--- src/rtl/dda_grid_walker.sv ---
// DDA grid walker: steps one ray through an N x N tile map, reading one cell per
// step from the map ROM, until it hits a wall, leaves the grid or runs out of steps.
module dda_grid_walker #(
  parameter int N              = 24,
  parameter int DIST_W         = 16,
  parameter int MAX_STEPS      = 64,
  parameter int MAP_DATA_WIDTH = 5,
  localparam int CW = $clog2(N),
  localparam int AW = $clog2(N*N),
  localparam int SW = $clog2(MAX_STEPS+1)
) (
  input  logic                      pixel_clk_in,
  input  logic                      rst_in,
  input  logic                      start_in,
  input  logic [CW-1:0]             map_x_in,
  input  logic [CW-1:0]             map_y_in,
  input  logic                      step_x_in,
  input  logic                      step_y_in,
  input  logic [DIST_W-1:0]         side_dist_x_in,
  input  logic [DIST_W-1:0]         side_dist_y_in,
  input  logic [DIST_W-1:0]         delta_dist_x_in,
  input  logic [DIST_W-1:0]         delta_dist_y_in,
  output logic                      ready_out,
  output logic                      map_req_out,
  output logic [AW-1:0]             map_addr_out,
  input  logic                      map_valid_in,
  input  logic [MAP_DATA_WIDTH-1:0] map_data_in,
  output logic                      hit_valid_out,
  output logic                      hit_side_out,
  output logic [MAP_DATA_WIDTH-1:0] hit_wall_out,
  output logic [CW-1:0]             hit_x_out,
  output logic [CW-1:0]             hit_y_out,
  output logic [DIST_W-1:0]         perp_dist_out,
  output logic [SW-1:0]             hit_steps_out,
  output logic                      oob_out,
  output logic                      timeout_out
);

  typedef enum logic [2:0] {S_IDLE, S_STEP, S_REQ, S_WAIT, S_DONE} state_t;

  localparam logic signed [CW:0] MAX_C = (CW+1)'(N-1);

  state_t state_q, state_d;

  // Ray state; coordinates carry a sign bit so a step off either edge is visible.
  logic signed [CW:0]  x_q, y_q;
  logic                stpx_q, stpy_q;
  logic [DIST_W-1:0]   sdx_q, sdy_q, ddx_q, ddy_q, perp_q;
  logic                side_q, oob_q;
  logic [SW-1:0]       steps_q;
  logic                req_q;
  logic [AW-1:0]       addr_q;

  // Result registers, held until the next ray finishes.
  logic                hv_q, hside_q, hoob_q, hto_q;
  logic [MAP_DATA_WIDTH-1:0] hwall_q;
  logic [CW-1:0]       hx_q, hy_q;
  logic [DIST_W-1:0]   hperp_q;
  logic [SW-1:0]       hsteps_q;

  function automatic logic [DIST_W-1:0] sat_add(input logic [DIST_W-1:0] a,
                                                input logic [DIST_W-1:0] b);
    logic [DIST_W:0] s;
    s = {1'b0, a} + {1'b0, b};
    return s[DIST_W] ? '1 : s[DIST_W-1:0];
  endfunction

  // Candidate step: x wins only on strictly smaller side distance, ties go to y.
  logic               x_lt, n_oob;
  logic signed [CW:0] dx, dy, nx, ny;
  logic [AW-1:0]      n_addr;

  // Next-coordinate, bounds and address computation for the STEP cycle.
  always_comb begin
    x_lt   = sdx_q < sdy_q;
    dx     = stpx_q ? '1 : (CW+1)'(1);
    dy     = stpy_q ? '1 : (CW+1)'(1);
    nx     = x_lt ? x_q + dx : x_q;
    ny     = x_lt ? y_q : y_q + dy;
    n_oob  = nx[CW] || ny[CW] || (nx > MAX_C) || (ny > MAX_C);
    n_addr = AW'(ny[CW-1:0]) * AW'(N) + AW'(nx[CW-1:0]);
  end

  logic fin, fin_map;

  // Next-state logic; fin marks the cycle whose edge enters DONE.
  always_comb begin
    state_d = state_q;
    fin     = 1'b0;
    fin_map = 1'b0;
    case (state_q)
      S_IDLE: if (start_in) state_d = S_STEP;
      S_STEP: state_d = S_REQ;
      S_REQ: begin
        if (oob_q) begin
          state_d = S_DONE;
          fin     = 1'b1;
        end else begin
          state_d = S_WAIT;
        end
      end
      S_WAIT: begin
        if (map_valid_in) begin
          if (map_data_in != '0 || steps_q == SW'(MAX_STEPS)) begin
            state_d = S_DONE;
            fin     = 1'b1;
            fin_map = 1'b1;
          end else begin
            state_d = S_STEP;
          end
        end
      end
      S_DONE:  state_d = S_IDLE;
      default: state_d = S_IDLE;
    endcase
  end

  // State register.
  always_ff @(posedge pixel_clk_in) begin
    if (rst_in) state_q <= S_IDLE;
    else        state_q <= state_d;
  end

  // Ray datapath: latch on start, advance one cell per STEP, issue the map request.
  always_ff @(posedge pixel_clk_in) begin
    if (rst_in) begin
      x_q <= '0; y_q <= '0; stpx_q <= 1'b0; stpy_q <= 1'b0;
      sdx_q <= '0; sdy_q <= '0; ddx_q <= '0; ddy_q <= '0; perp_q <= '0;
      side_q <= 1'b0; oob_q <= 1'b0; steps_q <= '0;
      req_q <= 1'b0; addr_q <= '0;
    end else begin
      req_q <= 1'b0;
      if (state_q == S_IDLE && start_in) begin
        x_q     <= {1'b0, map_x_in};
        y_q     <= {1'b0, map_y_in};
        stpx_q  <= step_x_in;
        stpy_q  <= step_y_in;
        sdx_q   <= side_dist_x_in;
        sdy_q   <= side_dist_y_in;
        ddx_q   <= delta_dist_x_in;
        ddy_q   <= delta_dist_y_in;
        steps_q <= '0;
        oob_q   <= 1'b0;
      end else if (state_q == S_STEP) begin
        steps_q <= steps_q + SW'(1);
        side_q  <= ~x_lt;
        if (x_lt) begin
          perp_q <= sdx_q;
          sdx_q  <= sat_add(sdx_q, ddx_q);
        end else begin
          perp_q <= sdy_q;
          sdy_q  <= sat_add(sdy_q, ddy_q);
        end
        // Off-grid: keep the last in-range cell so it can be reported.
        oob_q <= n_oob;
        if (!n_oob) begin
          x_q    <= nx;
          y_q    <= ny;
          req_q  <= 1'b1;
          addr_q <= n_addr;
        end
      end
    end
  end

  // Result capture on entry to DONE; hit_valid is the one-cycle DONE strobe.
  always_ff @(posedge pixel_clk_in) begin
    if (rst_in) begin
      hv_q <= 1'b0; hside_q <= 1'b0; hoob_q <= 1'b0; hto_q <= 1'b0;
      hwall_q <= '0; hx_q <= '0; hy_q <= '0; hperp_q <= '0; hsteps_q <= '0;
    end else begin
      hv_q <= fin;
      if (fin) begin
        hside_q  <= side_q;
        hx_q     <= x_q[CW-1:0];
        hy_q     <= y_q[CW-1:0];
        hperp_q  <= perp_q;
        hsteps_q <= steps_q;
        hoob_q   <= ~fin_map;
        hwall_q  <= fin_map ? map_data_in : '0;
        hto_q    <= fin_map && (map_data_in == '0);
      end
    end
  end

  assign ready_out     = (state_q == S_IDLE);
  assign map_req_out   = req_q;
  assign map_addr_out  = addr_q;
  assign hit_valid_out = hv_q;
  assign hit_side_out  = hside_q;
  assign hit_wall_out  = hwall_q;
  assign hit_x_out     = hx_q;
  assign hit_y_out     = hy_q;
  assign perp_dist_out = hperp_q;
  assign hit_steps_out = hsteps_q;
  assign oob_out       = hoob_q;
  assign timeout_out   = hto_q;

endmodule

--- config.mk ---
export PLATFORM = sky130hd
export DESIGN_NAME = dda_grid_walker
export DESIGN_NICKNAME = d
export VERILOG_FILES = /design/src/rtl/dda_grid_walker.sv
export SDC_FILE = /design/constraint.sdc
export NUM_CORES = 1
export LEC_CHECK = 0
export CAP_MARGIN = 5
export CORE_AREA = 2 2 174 176
export CTS_BUF_LIST = sky130_fd_sc_hd__clkbuf_8 sky130_fd_sc_hd__clkbuf_16
export DETAILED_ROUTE_END_ITERATION = 7
export DIE_AREA = 0 0 176 178
export GPL_ROUTABILITY_DRIVEN = 0
export PLACE_DENSITY_LB_ADDON = 0.2
export SLEW_MARGIN = 20
export SYNTH_ARGS = -nofsm -noshare
export SYNTH_HDL_FRONTEND = slang
export SYNTH_SLANG_ARGS = --single-unit
--- constraint.sdc ---
create_clock -name pixel_clk_in -period 5.3 [get_ports pixel_clk_in]
set_input_delay 1.59 -clock pixel_clk_in [delete_from_list [all_inputs] [get_ports pixel_clk_in]]
set_output_delay 1.59 -clock pixel_clk_in [all_outputs]
set_load 0.01 [all_outputs]
==> results of run 1 <==
==> final timing paths <==
check                    endpoint  slack [ns]  depth (start not counted)
hold reg to reg          ddy_q[8]        0.47                          2
setup / recovery  map_addr_out[9]        1.07                         15
hold / removal           ddy_q[8]        0.47                          2
setup reg to reg  map_addr_out[9]        1.07                         15
==> report_power, final <==
group | switching [mW] | total [mW] | internal (mW)
sequential | 0.189 | 1.55 | 1.36
combinational | 1.29 | 2.17 | 0.877
clock | 0.548 | 1.15 | 0.606
==> state kept, by name (all words and copies together) (netlist names), 6 cells and up <==
register and cells:
map_addr_out 10, hit_steps_out 7, ddx_q 16, y_q 6
sdy_q 16, perp_dist_out 16, sdx_q 16, perp_q 16
steps_q 7, x_q 6, ddy_q 16
==> metal layers <==
layer	vias to the layer above	share of wire	track usage
met3	16	0.039	0.0305
met2	169	0.45	0.266
met5	-	0	0
met1	3619	0.50	0.225
li1	3948	-	-
met4	0	0.0097	0.0337
==> stage by stage <==
stage	hold WS, ns	setup WS, ns	utilization
floorplan	0.440	1.58	-
global placement	0.452	1.13	0.354
detailed placement	0.454	1.07	0.354
CTS	0.464	1.05	0.373
global route	0.484	0.642	0.373
finish	0.466	1.07	0.373
==> critical path: stages, from the launching register on <==
cell	delay, ns
sky130_fd_sc_hd__dfxtp_1	0.37
sky130_fd_sc_hd__inv_1	0.10
sky130_fd_sc_hd__ha_1	0.30
sky130_fd_sc_hd__a2111oi_2	0.29
sky130_fd_sc_hd__nor3_1	0.13
sky130_fd_sc_hd__o211ai_2	0.54
sky130_fd_sc_hd__and2_1	0.23
sky130_fd_sc_hd__buf_4	0.34
sky130_fd_sc_hd__o21ai_0	0.18
sky130_fd_sc_hd__ha_1	0.21
sky130_fd_sc_hd__ha_1	0.21
sky130_fd_sc_hd__a32o_1	0.22
sky130_fd_sc_hd__a311oi_2	0.35
sky130_fd_sc_hd__and3_1	0.27
sky130_fd_sc_hd__a31oi_1	0.10
sky130_fd_sc_hd__o41ai_1	0.29
==> final cells by class <==
class | count | area share
Multi-Input combinational cell | 785 | 0.465
Timing Repair Buffer | 154 | 0.137
Sequential cell | 159 | 0.291
Clock buffer | 17 | 0.0388
Clock inverter | 15 | 0.0103
Inverter | 41 | 0.0140
Tap cell | 390 | 0.0445
==> layout by cell type, fill, tap and decap left out, drive strengths merged, types with 8 or more instances in the layout <==
cell,count
nand3,15
xnor2,33
inv,49
o21a,8
a22oi,11
xor2,9
mux2i,43
clkdlybuf4s50,137
a311oi,19
o21ai,28
nor2,124
nor3,22
ha,63
a21oi,104
and2,10
nand2,159
dfxtp,159
a31oi,8
a21o,10
buf,17
clkbuf,17
o221ai,26
==> kinds of logic (layout without fill, tap and decap cells) <==
| group | after synthesis | in the layout | synth area share |
|---|---|---|---|
| compound gates | 266 | 266 | 0.207 |
| xor+xnor | 42 | 42 | 0.0422 |
| fa+ha+maj | 68 | 68 | 0.102 |
| buf+inv | 104 | 227 | 0.0526 |
| flops | 159 | 159 | 0.365 |
| mux | 43 | 43 | 0.0494 |
| simple gates | 366 | 366 | 0.182 |
==> impl_summary.txt, run 1 <==
----------------------------------------------------
[Power and ir drop]
  IR Drop Worst-Case VDD ... 0.000252 V
  Power density relative to cell area ... around 440 nW/um^2
  Leakage component of the power ... 4.39 nW
  Power, Total ... 4.87 mW

[Status]
  Outcome ... complete, no violations

[CTS]
  Hold_buf cts ... 0
  Clock-pin transition on the worst setup and hold timing paths ... 0.07 ns
  Clock insertion delay at the later pin of the skew report ... between 0.4 and 0.5 ns
  Num CTS Buffers ... 17
  Clock tree from TritonCTS ... done
  Clock Sinks ... 159
  CTS H-Tree Depth ... 4
  # Post-CTS Setup Buffers ... 0
  Post-cts repair resize count ... 0
  Clk Tree Root Cell ... sky130_fd_sc_hd__clkbuf_16
  Maximum clock path buffer count ... 2

[Logic synthesis]
  Number of storage elements in the synthesis netlist ... 159
  Number of synthesized flops with an enable pin ... 0
  Synthesized instance count ... approximately 1000
  Synthesized netlist net count ... between 1000 and 1500
  Cell types occupying the most area after synthesis ... sky130_fd_sc_hd__dfxtp_1, sky130_fd_sc_hd__ha_1, sky130_fd_sc_hd__nand2_1
  Mean instance size in the synthesized netlist ... 8.31 um^2
  Most common library cells after synthesis ... sky130_fd_sc_hd__dfxtp_1, sky130_fd_sc_hd__nand2_1, sky130_fd_sc_hd__nor2_1
  Cell taking the most area after synthesis ... sky130_fd_sc_hd__dfxtp_1
  Post-synth cell types ... 65
  Fraction of registers with async set/reset ... 0
  Share of Yosys cell area claimed by the top area cell type ... 0.365
  Top-count cell post-synth ... sky130_fd_sc_hd__dfxtp_1
  Sequential cell area fraction in the yosys report ... 0.365
  Ys Warns ... 0
  Top FF cell, synth ... sky130_fd_sc_hd__dfxtp_1
  Summed instance area of the synthesized netlist ... just under 9000 um^2

[Worst setup path]
  Crit Reg-Reg Startpoint ... sdy_q[1]
  Critical path fanouts, max ... 33
  Capturing element type of the critical path ... flip-flop
  Worst EP required ... between 5 and 6 ns
  Worst Setup Start Kind ... flip-flop
  CP Launch Point ... sdy_q[1]
  Type of the setup path with the least slack ... reg -> reg
  WP data arrival ... roughly 4.6 ns

[Route]
  Vias post-DR ... 7752
  Antenna violation net count after detailed routing ... 0
  First-pass iteration count of the detailed router ... 4
  DRC violations left ... 0
  Routed len/inst ... ~16 um
  Via/cell ratio ... 4.97
  Total wirelength of the detailed-routed design ... approximately 25 mm
  DRT iter0 DRCs ... 395

[STA]
  Setup violators final ... 0
  Hold violation count in the final report ... 0
  Total Neg Setup Slack ... 0 ns
  Worst clock skew ... 0.0109 ns
  Minimum period implied by the final worst setup slack ... 4.23 ns
  Final Slew Violations ... 0
  Achievable Freq ... between 0.2 and 0.25 GHz
  Unrepaired setup endpoints after global routing ... no
  Actual slew at the worst max-slew pin ... 0.864 ns
  Worst relative slew slack ... 0.424
  Fraction of the cycle the final worst path needs ... 0.799

[Floorplan]
  Chip height ... 178 um
  Number of rows created at floorplan ... 63
  Initial standard-cell utilization of the core ... 0.296
  Number of top-level design ports ... 139
  Placeable Area ... ~30000 um^2
  Die Outline Area ... 31300 um^2
  Die Width ... around 180 um

[Final layout]
  Post-route cell area ... 11000 um^2
  Multi-input gate area in the final layout ... 5090 um^2
  Fillcell total ... 3086
  Antenna diode count ... 0
  Area delta synth->final ... 25.7%
  Share of post-route cells with drive strength above 1 ... 0.0555
  Final net count ... 1311
  Sequential standard cell area ... 3180 um^2
  Finished Layout Cells ... 1561

[Place]
  Cell Count Post-Placement ... 1529
  IO buf count ... 138
  Placement Cell Area ... around 10000 um^2
  Post-detail-place hpwl ... 18.3 mm

[Global routing]
  Global routing usage summed across all routing layers ... 0.163
  Antenna violations before repair ... 0
  Number of global-route vias before repair ... 7472
  GR Overflow Total ... 0
  First-pass GRT wire length ... 40.3 mm
  Maximum number of pins on one net before global-route repair ... 65

[Run]
  # Max-Cap Violations ... 0

[Worst hold path]
  Beginning of the worst hold path ... ddy_q[8]
  Worst hold path type ... reg -> reg

----------------------------------------------------
No activity file was read; power rests on OpenSTA's default activity.
==> run 2, diff against run 1 <==
==> constraint.sdc (replaced) <==
create_clock -name pixel_clk_in -period 3.45 [get_ports pixel_clk_in]
set_input_delay 1.035 -clock pixel_clk_in [delete_from_list [all_inputs] [get_ports pixel_clk_in]]
set_output_delay 1.035 -clock pixel_clk_in [all_outputs]
set_load 0.01 [all_outputs]
==> impl_summary.txt, run 2 (synthesis gave the netlist of run 1 again) <==
----------------------------------------------------
[Floorplan]
  Chip height ... 178 um (unchanged)
  Die Outline Area ... 31300 um^2 (unchanged)
  Initial standard-cell utilization of the core ... 0.296 (unchanged)
  Number of rows created at floorplan ... 63 (unchanged)
  Number of top-level design ports ... 139 (unchanged)
  Die Width ... 176 um (unchanged)
  Placeable Area ... 29400 um^2 (unchanged)

[CTS]
  CTS H-Tree Depth ... 4 (unchanged)
  Clock Sinks ... 159 (unchanged)
  Clock insertion delay at the later pin of the skew report ... 0.43 ns (about the same)
  Clock tree from TritonCTS ... done (unchanged)
  Hold_buf cts ... 0 (unchanged)
  Clock-pin transition on the worst setup and hold timing paths ... 0.07 ns (about the same)
  Num CTS Buffers ... 17 (unchanged)
  Clk Tree Root Cell ... sky130_fd_sc_hd__clkbuf_16 (unchanged)
  Maximum clock path buffer count ... 2 (unchanged)

[Place]
  Placement Cell Area ... 10900 um^2 (was 10400 um^2)
  IO buf count ... 138 (unchanged)
  Post-detail-place hpwl ... 19.7 mm (was 18.3 mm)
  Cell Count Post-Placement ... 1589 (was 1529)

[Route]
  Via/cell ratio ... 4.94 (was 4.97)
  First-pass iteration count of the detailed router ... 5 (was 4)
  Vias post-DR ... 8044 (was 7752)
  DRC violations left ... 0 (unchanged)
  Total wirelength of the detailed-routed design ... 26.0 mm (was 25.2 mm)
  DRT iter0 DRCs ... 493 (was 395)
  Antenna violation net count after detailed routing ... 0 (unchanged)
  Routed len/inst ... 15.9 um (was 16.1 um)

[Power and ir drop]
  Power density relative to cell area ... 745 nW/um^2 (was 445 nW/um^2)
  IR Drop Worst-Case VDD ... 0.000542 V (was 0.000252 V)
  Leakage component of the power ... 4.83 nW (was 4.39 nW)

[STA]
  Setup violators final ... 0 (unchanged)
  Minimum period implied by the final worst setup slack ... 3.34 ns (was 4.23 ns)
  Post-route worst hold slack ... 0.461 ns (was 0.466 ns)
  Worst clock skew ... 0.0156 ns (was 0.0109 ns)
  Worst relative slew slack ... 0.521 (was 0.424)
  Fraction of the cycle the final worst path needs ... 0.968 (was 0.799)
  Hold violation count in the final report ... 0 (unchanged)
  Final Slew Violations ... 0 (unchanged)
  Unrepaired setup endpoints after global routing ... yes (was no)
  Actual slew at the worst max-slew pin ... 0.713 ns (was 0.864 ns)
  Achievable Freq ... 0.299 GHz (was 0.236 GHz)

[Worst setup path]
  Worst Setup Start Kind ... flip-flop (unchanged)
  WP data arrival ... 3.65 ns (was 4.56 ns)
  Capturing element type of the critical path ... flip-flop (unchanged)
  Type of the setup path with the least slack ... reg -> reg (unchanged)
  Critical path fanouts, max ... 6 (was 33)
  Worst EP required ... 3.76 ns (was 5.63 ns)

[Final layout]
  Most frequent cells in the layout ... sky130_fd_sc_hd__dfxtp_1, sky130_fd_sc_hd__nand2_1, sky130_fd_sc_hd__clkdlybuf4s50_1 (unchanged)
  Finished Layout Cells ... 1627 (was 1561)
  Most frequent standard cell in the layout excluding fill and tap cells ... sky130_fd_sc_hd__dfxtp_1 (unchanged)
  Share of post-route cells with drive strength above 1 ... 0.128 (was 0.0555)
  Post-route cell area ... 11800 um^2 (was 11000 um^2)
  Antenna diode count ... 0 (unchanged)
  Final net count ... 1377 (was 1311)
  Area delta synth->final ... 35.0% (was 25.7%)

[Worst hold path]
  Worst hold path type ... reg -> reg (unchanged)

[Global routing]
  Antenna violations before repair ... 0 (unchanged)
  Global routing usage summed across all routing layers ... 0.168 (was 0.163)
  GR Overflow Total ... 0 (unchanged)
  First-pass GRT wire length ... 41.4 mm (was 40.3 mm)
  Number of global-route vias before repair ... 7768 (was 7472)
  Maximum number of pins on one net before global-route repair ... 55 (was 65)

[Status]
  Outcome ... complete, no violations (unchanged)

[Run]
  # Max-Cap Violations ... 0 (unchanged)

----------------------------------------------------
run 2: changes by cell type in the layout (fill, tap and decap cells not counted), sizes merged:
cell	previous run	this run
buf	17	83
inv	49	44
bufinv	0	4
clkinvlp	3	0
clkbuf	17	19
clkinv	4	6
run 2: layer usage:
layer / share of wire / vias to the layer above / global-route usage
met3: 0.046 / 31 / 0.0279
li1: - / 4088 / -
met1: 0.47 / 3730 / 0.222
met2: 0.47 / 195 / 0.279
met4: 0.021 / 0 / 0.0537
met5: 0 / - / 0
run 2: critical path, stage by stage, from the launching register on:
cell                        delay (ns)
sky130_fd_sc_hd__dfxtp_2          0.34
sky130_fd_sc_hd__inv_2            0.05
sky130_fd_sc_hd__ha_4             0.21
sky130_fd_sc_hd__a2111oi_4        0.35
sky130_fd_sc_hd__nor3_2           0.09
sky130_fd_sc_hd__o211ai_2         0.33
sky130_fd_sc_hd__nand2_4          0.15
sky130_fd_sc_hd__nor2_4           0.16
sky130_fd_sc_hd__a21oi_4          0.05
sky130_fd_sc_hd__ha_4             0.29
sky130_fd_sc_hd__and3_4           0.17
sky130_fd_sc_hd__a32o_2           0.24
sky130_fd_sc_hd__a311oi_2         0.28
sky130_fd_sc_hd__and3_4           0.24
sky130_fd_sc_hd__and4_1           0.20
sky130_fd_sc_hd__o41ai_2          0.07
run 2: path summary, 6_finish.rpt:
kind	from	endpoint	slack (ns)	cells past startpoint
setup / recovery	sdy_q[1]	map_addr_out[9]	0.11	15
hold / removal	ddy_q[12]	ddy_q[12]	0.46	2
hold reg to reg	ddy_q[12]	ddy_q[12]	0.46	2
setup reg to reg	sdy_q[1]	map_addr_out[9]	0.11	15
run 2: timing repair:
item / in CTS / in global routing
setup endpoints to repair: 4 / 8
pin swaps: 1 / 19
buffers inserted: 1 / 5
gates resized for setup: 2 / 32
run 2: through the flow:
step           power [mW]   util   TNS, ns  setup slack, ns
2_1_floorplan        5.01      -         0          0.00199
3_3_place_gp         6.20  0.371  -0.00770         -0.00770
3_5_place_dp         6.25  0.371    -0.165          -0.0696
4_1_cts              8.38  0.393         0          0.00729
5_1_grt              9.38  0.400    -0.150          -0.0704
6_report             8.77  0.400         0            0.109
run 2: where the power goes:
group | internal [mW] | switching [mW]
registers | 2.09 | 0.185
clock network | 1.26 | 0.813
logic | 2.00 | 2.43
run 2: cell type report:
| class | instances | area [um^2] |
|---|---|---|
| sequential | 159 | 3190 |
| tap | 390 | 488 |
| clock buffer | 19 | 453 |
| timing repair buffer | 220 | 2020 |
| clock inverter | 13 | 189 |
| fill | 2979 | 17600 |
| multi-input combinational | 785 | 5270 |
| inverter | 41 | 154 |
==> run 3, diff against run 2 <==
--- a/config.mk
+++ b/config.mk
@@ -6,12 +6,13 @@
 export NUM_CORES = 1
 export LEC_CHECK = 0
 export CAP_MARGIN = 5
-export CORE_AREA = 2 2 174 176
+export CORE_AREA = 5 5 177 179
 export CTS_BUF_LIST = sky130_fd_sc_hd__clkbuf_8 sky130_fd_sc_hd__clkbuf_16
 export DETAILED_ROUTE_END_ITERATION = 7
-export DIE_AREA = 0 0 176 178
+export DIE_AREA = 0 0 182 184
 export GPL_ROUTABILITY_DRIVEN = 0
 export PLACE_DENSITY_LB_ADDON = 0.2
+export REMOVE_ABC_BUFFERS = 1
 export SLEW_MARGIN = 20
 export SYNTH_ARGS = -nofsm -noshare
 export SYNTH_HDL_FRONTEND = slang
==> impl_summary.txt, run 3 (synthesis gave the netlist of run 1 again) <==
----------------------------------------------------
[CTS]
  Maximum clock path buffer count ... 2 (unchanged)
  Clock Sinks ... 159 (unchanged)
  CTS H-Tree Depth ... 4 (unchanged)
  Num CTS Buffers ... 17 (unchanged)
  Clk Tree Root Cell ... sky130_fd_sc_hd__clkbuf_16 (unchanged)
  Clock-pin transition on the worst setup and hold timing paths ... 0.07 ns (about the same)
  Clock insertion delay at the later pin of the skew report ... 0.43 ns (about the same)
  Clock tree from TritonCTS ... done (unchanged)
  Hold_buf cts ... 0 (unchanged)

[Route]
  Antenna violation net count after detailed routing ... 0 (unchanged)
  Routed len/inst ... 15.9 um (about the same)
  DRC violations left ... 0 (unchanged)
  DRT iter0 DRCs ... 408 (was 493)
  First-pass iteration count of the detailed router ... 5 (unchanged)
  Vias post-DR ... 7900 (was 8044)
  Via/cell ratio ... 4.87 (was 4.94)
  Total wirelength of the detailed-routed design ... 25.8 mm (was 26.0 mm)

[STA]
  Setup violators final ... 0 (unchanged)
  Slack of the critical path ... 0.135 ns (was 0.109 ns)
  Actual slew at the worst max-slew pin ... 0.723 ns (was 0.713 ns)
  Achievable Freq ... 0.302 GHz (was 0.299 GHz)
  Hold violation count in the final report ... 0 (unchanged)
  Minimum period implied by the final worst setup slack ... 3.31 ns (was 3.34 ns)
  Worst clock skew ... 0.0138 ns (was 0.0156 ns)
  Unrepaired setup endpoints after global routing ... yes (unchanged)
  Worst relative slew slack ... 0.518 (was 0.521)
  Fraction of the cycle the final worst path needs ... 0.961 (was 0.968)
  Total Neg Setup Slack ... 0 ns (unchanged)
  Final Slew Violations ... 0 (unchanged)

[Worst setup path]
  Critical path fanouts, max ... 5 (was 6)
  WP data arrival ... 3.65 ns (about the same)
  Buffers and inverters on the worst path ... 4 (was 1)
  Critical path's top delay family ... compound AO/OA/AOI/OAI gates (unchanged)
  Cell occurring most often along the worst timing path ... sky130_fd_sc_hd__buf_4
  Capturing element type of the critical path ... flip-flop (unchanged)
  Cell breakdown of the critical path ... inv_2 -> ha_4 -> a2111oi_4 -> nor3_2 -> o211ai_4 -> and2_4 -> buf_4 -> xnor2_1 -> ha_1 -> ha_1 -> buf_4 -> nor3_1 -> a31oi_1 -> xnor2_1 -> buf_4 -> and4_1 -> o41ai_2 (was inv_2 -> ha_4 -> a2111oi_4 -> nor3_2 -> o211ai_2 -> nand2_4 -> nor2_4 -> a21oi_4 -> ha_4 -> and3_4 -> a32o_2 -> a311oi_2 -> and3_4 -> and4_1 -> o41ai_2)
  Slowest cell on crit path ... sky130_fd_sc_hd__dfxtp_2 (was sky130_fd_sc_hd__a2111oi_4)
  Type of the setup path with the least slack ... reg -> reg (unchanged)
  Worst EP required ... 3.78 ns (was 3.76 ns)
  Peak per-stage delay on the critical path ... 0.33 ns (was 0.35 ns)
  Worst Setup Start Kind ... flip-flop (unchanged)

[Floorplan]
  Placeable Area ... 29400 um^2 (unchanged)
  Number of top-level design ports ... 139 (unchanged)
  Chip height ... 184 um (was 178 um)
  Die Width ... 182 um (was 176 um)
  Number of rows created at floorplan ... 63 (unchanged)
  Die Outline Area ... 33500 um^2 (was 31300 um^2)
  Initial standard-cell utilization of the core ... 0.296 (unchanged)

[Final layout]
  Area delta synth->final ... 34.5% (was 35.0%)
  Final net count ... 1373 (was 1377)
  Share of post-route cells with drive strength above 1 ... 0.133 (was 0.128)
  Antenna diode count ... 0 (unchanged)
  Most frequent cells in the layout ... sky130_fd_sc_hd__nand2_1, sky130_fd_sc_hd__dfxtp_1, sky130_fd_sc_hd__clkdlybuf4s50_1 (was sky130_fd_sc_hd__dfxtp_1, sky130_fd_sc_hd__nand2_1, sky130_fd_sc_hd__clkdlybuf4s50_1)
  Final core utilization ... 0.399 (was 0.400)
  Post-route cell area ... 11700 um^2 (was 11800 um^2)
  Finished Layout Cells ... 1622 (was 1627)
  Most frequent standard cell in the layout excluding fill and tap cells ... sky130_fd_sc_hd__nand2_1 (was sky130_fd_sc_hd__dfxtp_1)

[Place]
  Placement Cell Area ... 10900 um^2 (about the same)
  IO buf count ... 138 (unchanged)
  Cell Count Post-Placement ... 1586 (was 1589)
  Post-detail-place hpwl ... 19.2 mm (was 19.7 mm)
  Post-Place Setup Slack ... -0.144 ns (was -0.0696 ns)

[Run]
  # Max-Cap Violations ... 0 (unchanged)

[Power and ir drop]
  Power density relative to cell area ... 713 nW/um^2 (was 745 nW/um^2)
  Internal power consumption ... 4.98 mW (was 5.34 mW)
  Fraction of power consumed by the clock network ... 0.217 (was 0.236)
  Part of the power in combinational logic ... 0.509 (was 0.504)
  IR Drop Worst-Case VDD ... 0.000359 V (was 0.000542 V)
  Leakage component of the power ... 4.75 nW (was 4.83 nW)
  Net switching share of the total power ... 0.404 (was 0.391)
  Sequential group share of total power ... 0.274 (was 0.260)
  Power spent charging and discharging nets ... 3.38 mW (was 3.42 mW)

[Worst hold path]
  Worst hold path type ... reg -> reg (unchanged)

[Global routing]
  Maximum number of pins on one net before global-route repair ... 67 (was 55)
  First-pass GRT wire length ... 41.4 mm (about the same)
  Antenna violations before repair ... 0 (unchanged)
  Number of global-route vias before repair ... 7685 (was 7768)
  Global routing usage summed across all routing layers ... 0.152 (was 0.168)
  GR Overflow Total ... 0 (unchanged)

[Status]
  Outcome ... complete, no violations (unchanged)

----------------------------------------------------
run 3: cell types whose count changed in the layout (fill, tap and decap cells not counted), moves of 3 or more:
cell	change
sky130_fd_sc_hd__a21oi_2	+3
sky130_fd_sc_hd__buf_4	-6
sky130_fd_sc_hd__bufinv_16	-4
sky130_fd_sc_hd__clkinv_4	-3
sky130_fd_sc_hd__clkinvlp_4	+4
sky130_fd_sc_hd__dfxtp_1	-6
sky130_fd_sc_hd__dfxtp_2	+6
sky130_fd_sc_hd__ha_1	-4
sky130_fd_sc_hd__ha_4	+3
sky130_fd_sc_hd__inv_1	-4
run 3: per-stage QoR:
step / power [mW] / hold slack, ns
2_1_floorplan: 4.66 / 0.434
3_3_place_gp: 6.18 / 0.450
3_5_place_dp: 6.22 / 0.455
4_1_cts: 8.20 / 0.466
5_1_grt: 9.00 / 0.475
6_report: 8.36 / 0.463
run 3: timing repair:
item,in CTS,in global routing
endpoints found under the setup margin,3,7
resized for setup,12,35
pin swaps,6,16
cloned,0,0
setup buffers,3,3
endpoints found under the hold margin,0,0
run 3: final timing paths:
check        startpoint               to  slack, ns  cells after the start
max reg2reg    sdy_q[1]  map_addr_out[8]       0.14                     17
max            sdy_q[1]  map_addr_out[8]       0.14                     17
min reg2reg   ddy_q[10]        ddy_q[10]       0.46                      2
min           ddy_q[10]        ddy_q[10]       0.46                      2
run 3: per-layer routing:
layer,share of wire,vias to the layer above,wire [um],track usage
li1,-,4066,-,-
met1,0.51,3668,13200,0.221
met2,0.44,143,11300,0.235
met3,0.034,23,880,0.0269
met4,0.012,0,312,0.0372
met5,0,-,0,0
run 3: area by class of cell:
type / instances / area [um^2]
inverter: 41 / 154
clock buffer: 21 / 480
fill: 2997 / 17700
tap: 390 / 488
timing repair buffer: 216 / 2020
multi-input combinational: 785 / 5310
clock inverter: 10 / 78.8
sequential: 159 / 3190
run 3: worst register-to-register path: stages (launching register included):
cell and delay (ns):
sky130_fd_sc_hd__dfxtp_2 0.33, sky130_fd_sc_hd__inv_2 0.05, sky130_fd_sc_hd__ha_4 0.21, sky130_fd_sc_hd__a2111oi_4 0.30
sky130_fd_sc_hd__nor3_2 0.11, sky130_fd_sc_hd__o211ai_4 0.26, sky130_fd_sc_hd__and2_4 0.22, sky130_fd_sc_hd__buf_4 0.13
sky130_fd_sc_hd__xnor2_1 0.07, sky130_fd_sc_hd__ha_1 0.20, sky130_fd_sc_hd__ha_1 0.21, sky130_fd_sc_hd__buf_4 0.14
sky130_fd_sc_hd__nor3_1 0.17, sky130_fd_sc_hd__a31oi_1 0.12, sky130_fd_sc_hd__xnor2_1 0.16, sky130_fd_sc_hd__buf_4 0.15
sky130_fd_sc_hd__and4_1 0.14, sky130_fd_sc_hd__o41ai_2 0.25
run 3: power by group through the flow:
stage | Clock [mW] | Sequential [mW] | Combinational (mW)
after global routing | 1.95 | 2.33 | 4.72
after floorplan | 0 | 2.33 | 2.33
final | 1.81 | 2.29 | 4.25
after CTS | 1.87 | 2.28 | 4.04
after global placement | 0 | 2.31 | 3.87
after detailed placement | 0 | 2.32 | 3.90
